## src/rtl/rx_bank_arbiter_pkg.sv

```systemverilog
// Shared constants and FIFO entry record for the RX bank arbiter.
package rx_bank_arbiter_pkg;

  localparam int unsigned LANE_CNT   = 4;
  localparam int unsigned LANE_W     = 2;
  localparam int unsigned ADDR_W     = 16;
  localparam int unsigned DATA_W     = 12;
  localparam int unsigned MEM_ADDR_W = 18;

  // One buffered write: lane-local word address plus pixel data.
  typedef struct packed {
    logic [ADDR_W-1:0] addr;
    logic [DATA_W-1:0] data;
  } fifo_entry_t;

  // Lane index 'step' positions after 'base', wrapping over the four lanes.
  function automatic logic [LANE_W-1:0] rr_next(input logic [LANE_W-1:0] base,
                                                input int unsigned       step);
    return base + LANE_W'(step);
  endfunction

endpackage

```

## src/rtl/rx_bank_arbiter_lane_fifo.sv

```systemverilog
// Per-lane FIFO of {addr, data}; show-ahead read, occupancy counter saturates at DEPTH and 0.
module lane_fifo
  import rx_bank_arbiter_pkg::*;
#(
  parameter int unsigned DEPTH = 4
) (
  input  logic                     Cclk,
  input  logic                     rstn,
  input  logic                     push,
  input  logic                     pop,
  input  fifo_entry_t              din,
  output fifo_entry_t              dout_c,
  output logic                     full_c,
  output logic                     empty_c,
  output logic [$clog2(DEPTH):0]   count
);

  localparam int unsigned PTR_W = $clog2(DEPTH);
  localparam int unsigned CNT_W = $clog2(DEPTH) + 1;

  fifo_entry_t      mem [DEPTH];
  logic [PTR_W-1:0] wr_ptr;
  logic [PTR_W-1:0] rd_ptr;
  logic             push_ok;
  logic             pop_ok;

  // Status flags and qualified push/pop; a full FIFO still accepts when popped the same cycle.
  always_comb begin
    full_c  = (count == CNT_W'(DEPTH));
    empty_c = (count == '0);
    pop_ok  = pop && !empty_c;
    push_ok = push && (!full_c || pop_ok);
    dout_c  = mem[rd_ptr];
  end

  // Pointer and occupancy update.
  always_ff @(posedge Cclk) begin
    if (!rstn) begin
      wr_ptr <= '0;
      rd_ptr <= '0;
      count  <= '0;
    end else begin
      if (push_ok) wr_ptr <= wr_ptr + PTR_W'(1);
      if (pop_ok)  rd_ptr <= rd_ptr + PTR_W'(1);
      count <= count + CNT_W'(push_ok) - CNT_W'(pop_ok);
    end
  end

  // Entry storage; contents need no reset since the counter gates visibility.
  always_ff @(posedge Cclk) begin
    if (rstn && push_ok) mem[wr_ptr] <= din;
  end

endmodule

```

## src/rtl/rx_bank_arbiter.sv

```systemverilog
// Buffers four SPI receive lanes and round-robins them onto one shared memory write port.
module rx_bank_arbiter
  import rx_bank_arbiter_pkg::*;
#(
  parameter int unsigned DEPTH = 4,
  parameter int unsigned NLANE = LANE_CNT
) (
  input  logic                    Cclk,
  input  logic                    rstn,
  input  logic [NLANE-1:0]        req_valid,
  input  logic [NLANE*DATA_W-1:0] req_data,
  input  logic [NLANE*ADDR_W-1:0] req_addr,
  input  logic                    rd_slot,
  output logic                    mem_we,
  output logic [MEM_ADDR_W-1:0]   mem_addr,
  output logic [DATA_W-1:0]       mem_wdata,
  output logic [NLANE-1:0]        pend,
  output logic [NLANE-1:0]        ovf,
  input  logic                    ovf_clr
);

  localparam int unsigned CNT_W = $clog2(DEPTH) + 1;

  fifo_entry_t       lane_dout_c  [NLANE];
  logic [CNT_W-1:0]  lane_count   [NLANE];
  logic [NLANE-1:0]  lane_full_c;
  logic [NLANE-1:0]  lane_empty_c;
  logic [NLANE-1:0]  pop_c;
  logic [NLANE-1:0]  ovf_set_c;
  logic              grant_c;
  logic [LANE_W-1:0] grant_lane_c;
  logic [LANE_W-1:0] last_grant;

  for (genvar i = 0; i < NLANE; i++) begin : g_lane
    fifo_entry_t din;

    assign din = {req_addr[ADDR_W*i +: ADDR_W], req_data[DATA_W*i +: DATA_W]};

    lane_fifo #(
      .DEPTH(DEPTH)
    ) u_fifo (
      .Cclk    (Cclk),
      .rstn    (rstn),
      .push    (req_valid[i]),
      .pop     (pop_c[i]),
      .din     (din),
      .dout_c  (lane_dout_c[i]),
      .full_c  (lane_full_c[i]),
      .empty_c (lane_empty_c[i]),
      .count   (lane_count[i])
    );
  end

  // Pending flags straight from occupancy.
  always_comb begin
    pend = '0;
    for (int unsigned i = 0; i < NLANE; i++) begin
      pend[i] = (lane_count[i] != '0);
    end
  end

  // Round-robin grant starting one past the last granted lane; display reads block the port.
  always_comb begin
    logic [LANE_W-1:0] idx;
    idx          = '0;
    grant_c      = 1'b0;
    grant_lane_c = last_grant;
    pop_c        = '0;
    if (!rd_slot) begin
      for (int unsigned k = 1; k <= NLANE; k++) begin
        idx = rr_next(last_grant, k);
        if (!grant_c && !lane_empty_c[idx]) begin
          grant_c      = 1'b1;
          grant_lane_c = idx;
        end
      end
    end
    if (grant_c) pop_c[grant_lane_c] = 1'b1;
  end

  // A word is lost when its FIFO is full and not draining this cycle.
  always_comb begin
    ovf_set_c = req_valid & lane_full_c & ~pop_c;
  end

  // Sticky overflow flags; a fresh overflow wins over a simultaneous clear.
  always_ff @(posedge Cclk) begin
    if (!rstn) begin
      ovf <= '0;
    end else begin
      ovf <= (ovf & ~{NLANE{ovf_clr}}) | ovf_set_c;
    end
  end

  // Registered memory write port and round-robin pointer.
  always_ff @(posedge Cclk) begin
    if (!rstn) begin
      mem_we     <= 1'b0;
      mem_addr   <= '0;
      mem_wdata  <= '0;
      last_grant <= LANE_W'(NLANE - 1);
    end else begin
      mem_we <= grant_c;
      if (grant_c) begin
        mem_addr   <= {grant_lane_c, lane_dout_c[grant_lane_c].addr};
        mem_wdata  <= lane_dout_c[grant_lane_c].data;
        last_grant <= grant_lane_c;
      end
    end
  end

endmodule

```

## config.mk

```make
export PLATFORM = sky130hd
export DESIGN_NAME = rx_bank_arbiter
export DESIGN_NICKNAME = d
export VERILOG_FILES = /design/src/rtl/rx_bank_arbiter_pkg.sv /design/src/rtl/rx_bank_arbiter_lane_fifo.sv /design/src/rtl/rx_bank_arbiter.sv
export SDC_FILE = /design/constraint.sdc
export NUM_CORES = 1
export LEC_CHECK = 0
export CORE_UTILIZATION = 40
export CTS_CLUSTER_SIZE = 24
export DETAILED_ROUTE_END_ITERATION = 10
export SYNTH_ARGS = -nofsm -noshare
export SYNTH_HDL_FRONTEND = slang
export SYNTH_SLANG_ARGS = --single-unit
```

## constraint.sdc

```tcl
create_clock -name Cclk -period 3.03 [get_ports Cclk]
set_input_delay 0.4545 -clock Cclk [delete_from_list [all_inputs] [get_ports Cclk]]
set_output_delay 0.4545 -clock Cclk [all_outputs]
set_load 0.1 [all_outputs]
```

==> out/results.ini <==
[cts]
holdBufCountCts = 0
clockBufferDepth = 3
numClockSinks = 521
root_buffer = clkbuf_16
htree_levels = 2
cts_tree = yes
clk_latency_ns = 0.60
cts_buffers = 54
clk_pin_slew_ns = 0.06

[placed_design]
post_dp_cell_area_sq_mm = 0.0237
dp.cells = 1926
gp_congestion = 0.800
hpwlAfterDp_um = 30400
place.port_buffers = 158

[synthesis]
yosys_register_bits = 521
yosys_warnings = 0
synth_cells = 1058
yosysTopAreaCell = edfxtp_1
avgSynthCellArea_sq_um = 19.3
synth_flop_cell = edfxtp_1
ys_async_sr_fraction = 0
ys_types = 52
synth_edf_count = 448
yosys.area.top_type_share = 0.659
syn_nets = 1205
yosys-top-cells-area = edfxtp_1, mux4_2, dfxtp_1
seq_area_frac_synth = 0.731
synth_area_sq_mm = 0.0204

[drt]
drtAntennaViolNets = 0
drt_first_pass_iters = 4
drc_errors = 0
drtIter0Drc = 717
wl_per_cell_um = 21.8
vias = 10500
wl_um = 44200
vias_per_cell = 5.18

[floorplan]
die_w_um = 228
die_h_um = 228
floorplan.initialDensity = 0.406
core_area_sq_mm = 0.0503
pin_count = 159
die-area_sq_mm = 0.0519
num_rows = 82

[critical_path]
crit_fanout = 6
cp.arrival_ns = 3.42
rr_worst_depth = 13
endpoint_kind = register
cp.required_ns = 3.51
cp-start-kind = register
critPathKind = register to register
regToRegStartpoint = g_lane[1].u_fifo.count[2]
rr_endpoint = g_lane[3].u_fifo.count[2]
reg2reg_slack_ns = 0.09

[pwr]
leakage_nw = 8.49
power_density_mw_per_mm2 = 943
ir_drop_v = 0.000690
finalPower_w = 0.0241

[hold_path]
hold_start = rstn
hold_path_class = input port to register
min_to = g_lane[0].u_fifo.wr_ptr[0]
worstHoldPathCells = 3

[timing]
whs_ns = 0.346
clock_skew_ns = 0.0228
worst_pin_slew_ns = 1.21
report.final.slew_viol_count = 0
hold_viol_final = 0
max_freq_mhz = 340
final-setup-viol-count = 0
post-route-min-period_ns = 2.94
max_slew_margin = 0.193
rsz0062_at_grt = yes
min_period_over_period = 0.971

[cells_and_area]
final_cell_count_no_fill = 2029
post-route-cell-area_sq_mm = 0.0256
drive_gt1_frac = 0.296
final_nets = 1459
post-route-util = 0.509
diodes = 0
areaGrowthSynthToFinish_pct = 25.3

[outcome]
status = finished, final reports clean

[flow_run]
drv_cap = 0

[global_route]
antenna_found_initial = 0
grt_pass1_wl_um = 67600
grt_util_all_layers = 0.173
grt_max_degree = 57
grt_pass1_vias = 11100
grt-ovfl-total = 0

## cells in the final DEF, fill, tap and decap left out, types with 3 or more instances in the layout
master           instances
a21oi_1                  7
a32o_1                  28
and2_1                   7
and3_4                  15
buf_12                  21
buf_4                  116
buf_6                    4
bufinv_16                7
clkbuf_1                 6
clkbuf_16               55
clkdlybuf4s50_1        118
clkinv_1                10
clkinv_2                12
clkinv_4                 3
clkinvlp_4               7
dfxtp_1                 66
dfxtp_2                  7
edfxtp_1               448
fa_2                     4
ha_1                    20
inv_1                   23
inv_2                    3
mux2i_1                 73
mux4_2                 112
nand2_1                 33
nand2b_1                 4
nand3_1                 32
nand4_1                  4
nor2_1                  16
nor2_2                   3
nor3_4                   4
o21ai_0                 30
o311ai_0                 3
xnor2_1                  4
xor2_1                   3
## cell type report
cell class                 count  area, sq um
sequential                   521        14900
clock buffer                  61         1400
multi-input combinational    447         5370
tap                          672          841
clock inverter                40          409
timing repair buffer         260         2520
inverter                      28          113
fill                        4093        24700
## state kept, by name (all words and copies together) (netlist names), named ones only
register and cells:
ovf 4, g_lane.u_fifo.wr_ptr 8, g_lane.u_fifo.count 12, g_lane.u_fifo.mem 448, mem_addr 18, g_lane.u_fifo.rd_ptr 8
mem_we 1, mem_wdata 12, last_grant 2
## kinds of logic (layout without fill, tap and decap cells)
group | after synthesis | in the layout | share of synthesized area
AO/OA/AOI/OAI | 90 | 90 | 0.0350
XOR/XNOR | 9 | 9 | 0.00386
adder cells (fa/ha/maj) | 27 | 27 | 0.0180
buffers and inverters | 90 | 389 | 0.0185
flip-flops | 521 | 521 | 0.731
multiplexers | 186 | 186 | 0.160
AND/OR/NAND/NOR | 135 | 135 | 0.0341
## layer usage
layer | track usage | vias to the layer above | routed length, um
li1 | - | 4808 | -
met1 | 0.245 | 5407 | 20000
met2 | 0.274 | 245 | 21200
met3 | 0.0311 | 44 | 2130
met4 | 0.0484 | 0 | 816
met5 | 0 | - | 0
## how the worst max path moves through the flow
stage | from | to | slack [ns]
after floorplan | g_lane[0].u_fifo.count[0] | g_lane[2].u_fifo.count[2] | -0.46
after global placement | rd_slot | g_lane[0].u_fifo.count[2] | -0.15
after detailed placement | rd_slot | g_lane[0].u_fifo.count[2] | -0.18
after CTS | g_lane[1].u_fifo.count[2] | g_lane[2].u_fifo.count[2] | 0.01
after global routing | g_lane[2].u_fifo.count[2] | g_lane[3].u_fifo.count[2] | -0.09
final | g_lane[1].u_fifo.count[2] | g_lane[3].u_fifo.count[2] | 0.09
## cells in the mapped netlist (all sizes together), types with 3 or more instances
library cell	count
edfxtp	448
nor3	7
and3	17
xor2	3
nand4	4
ha	23
xnor2	6
nand2b	4
o21ai	31
a32o	28
nor2	19
fa	4
a21oi	9
or3	4
clkbuf	30
mux2i	74
nand2	34
nand3	32
o311ai	3
dfxtp	73
and2	7
inv	28
buf	32
mux4	112
## repair_timing
action	in CTS	in global routing
pin swaps	0	18
buffers inserted	0	3
setup endpoints to repair	1	202
endpoints found under the hold margin	0	0
resized for setup	1	23
## power by group
part           switching [W]  leakage [nW]  internal (W)
Combinational        0.00501          2.94       0.00329
Sequential          0.000504          4.67       0.00865
Clock                0.00273         0.878       0.00393
## per-stage QoR
step                      setup TNS [ns]  setup WS, ns
after CTS                              0        0.0137
after detailed placement          -32.96        -0.184
after global routing              -0.157       -0.0903
after global placement            -24.32        -0.147
after floorplan                   -59.73        -0.463
final                                  0        0.0876
## critical path: stages, from the launching register on
cell	delay (ns)
dfxtp_1	0.31
or3_4	0.41
buf_4	0.17
a31oi_4	0.15
a22oi_4	0.10
or3_4	0.41
a21oi_4	0.18
xor2_1	0.16
ha_2	0.19
inv_2	0.04
fa_2	0.33
xor2_1	0.18
xnor2_1	0.16
nor2_1	0.05
No activity file was read; power rests on OpenSTA's default activity.
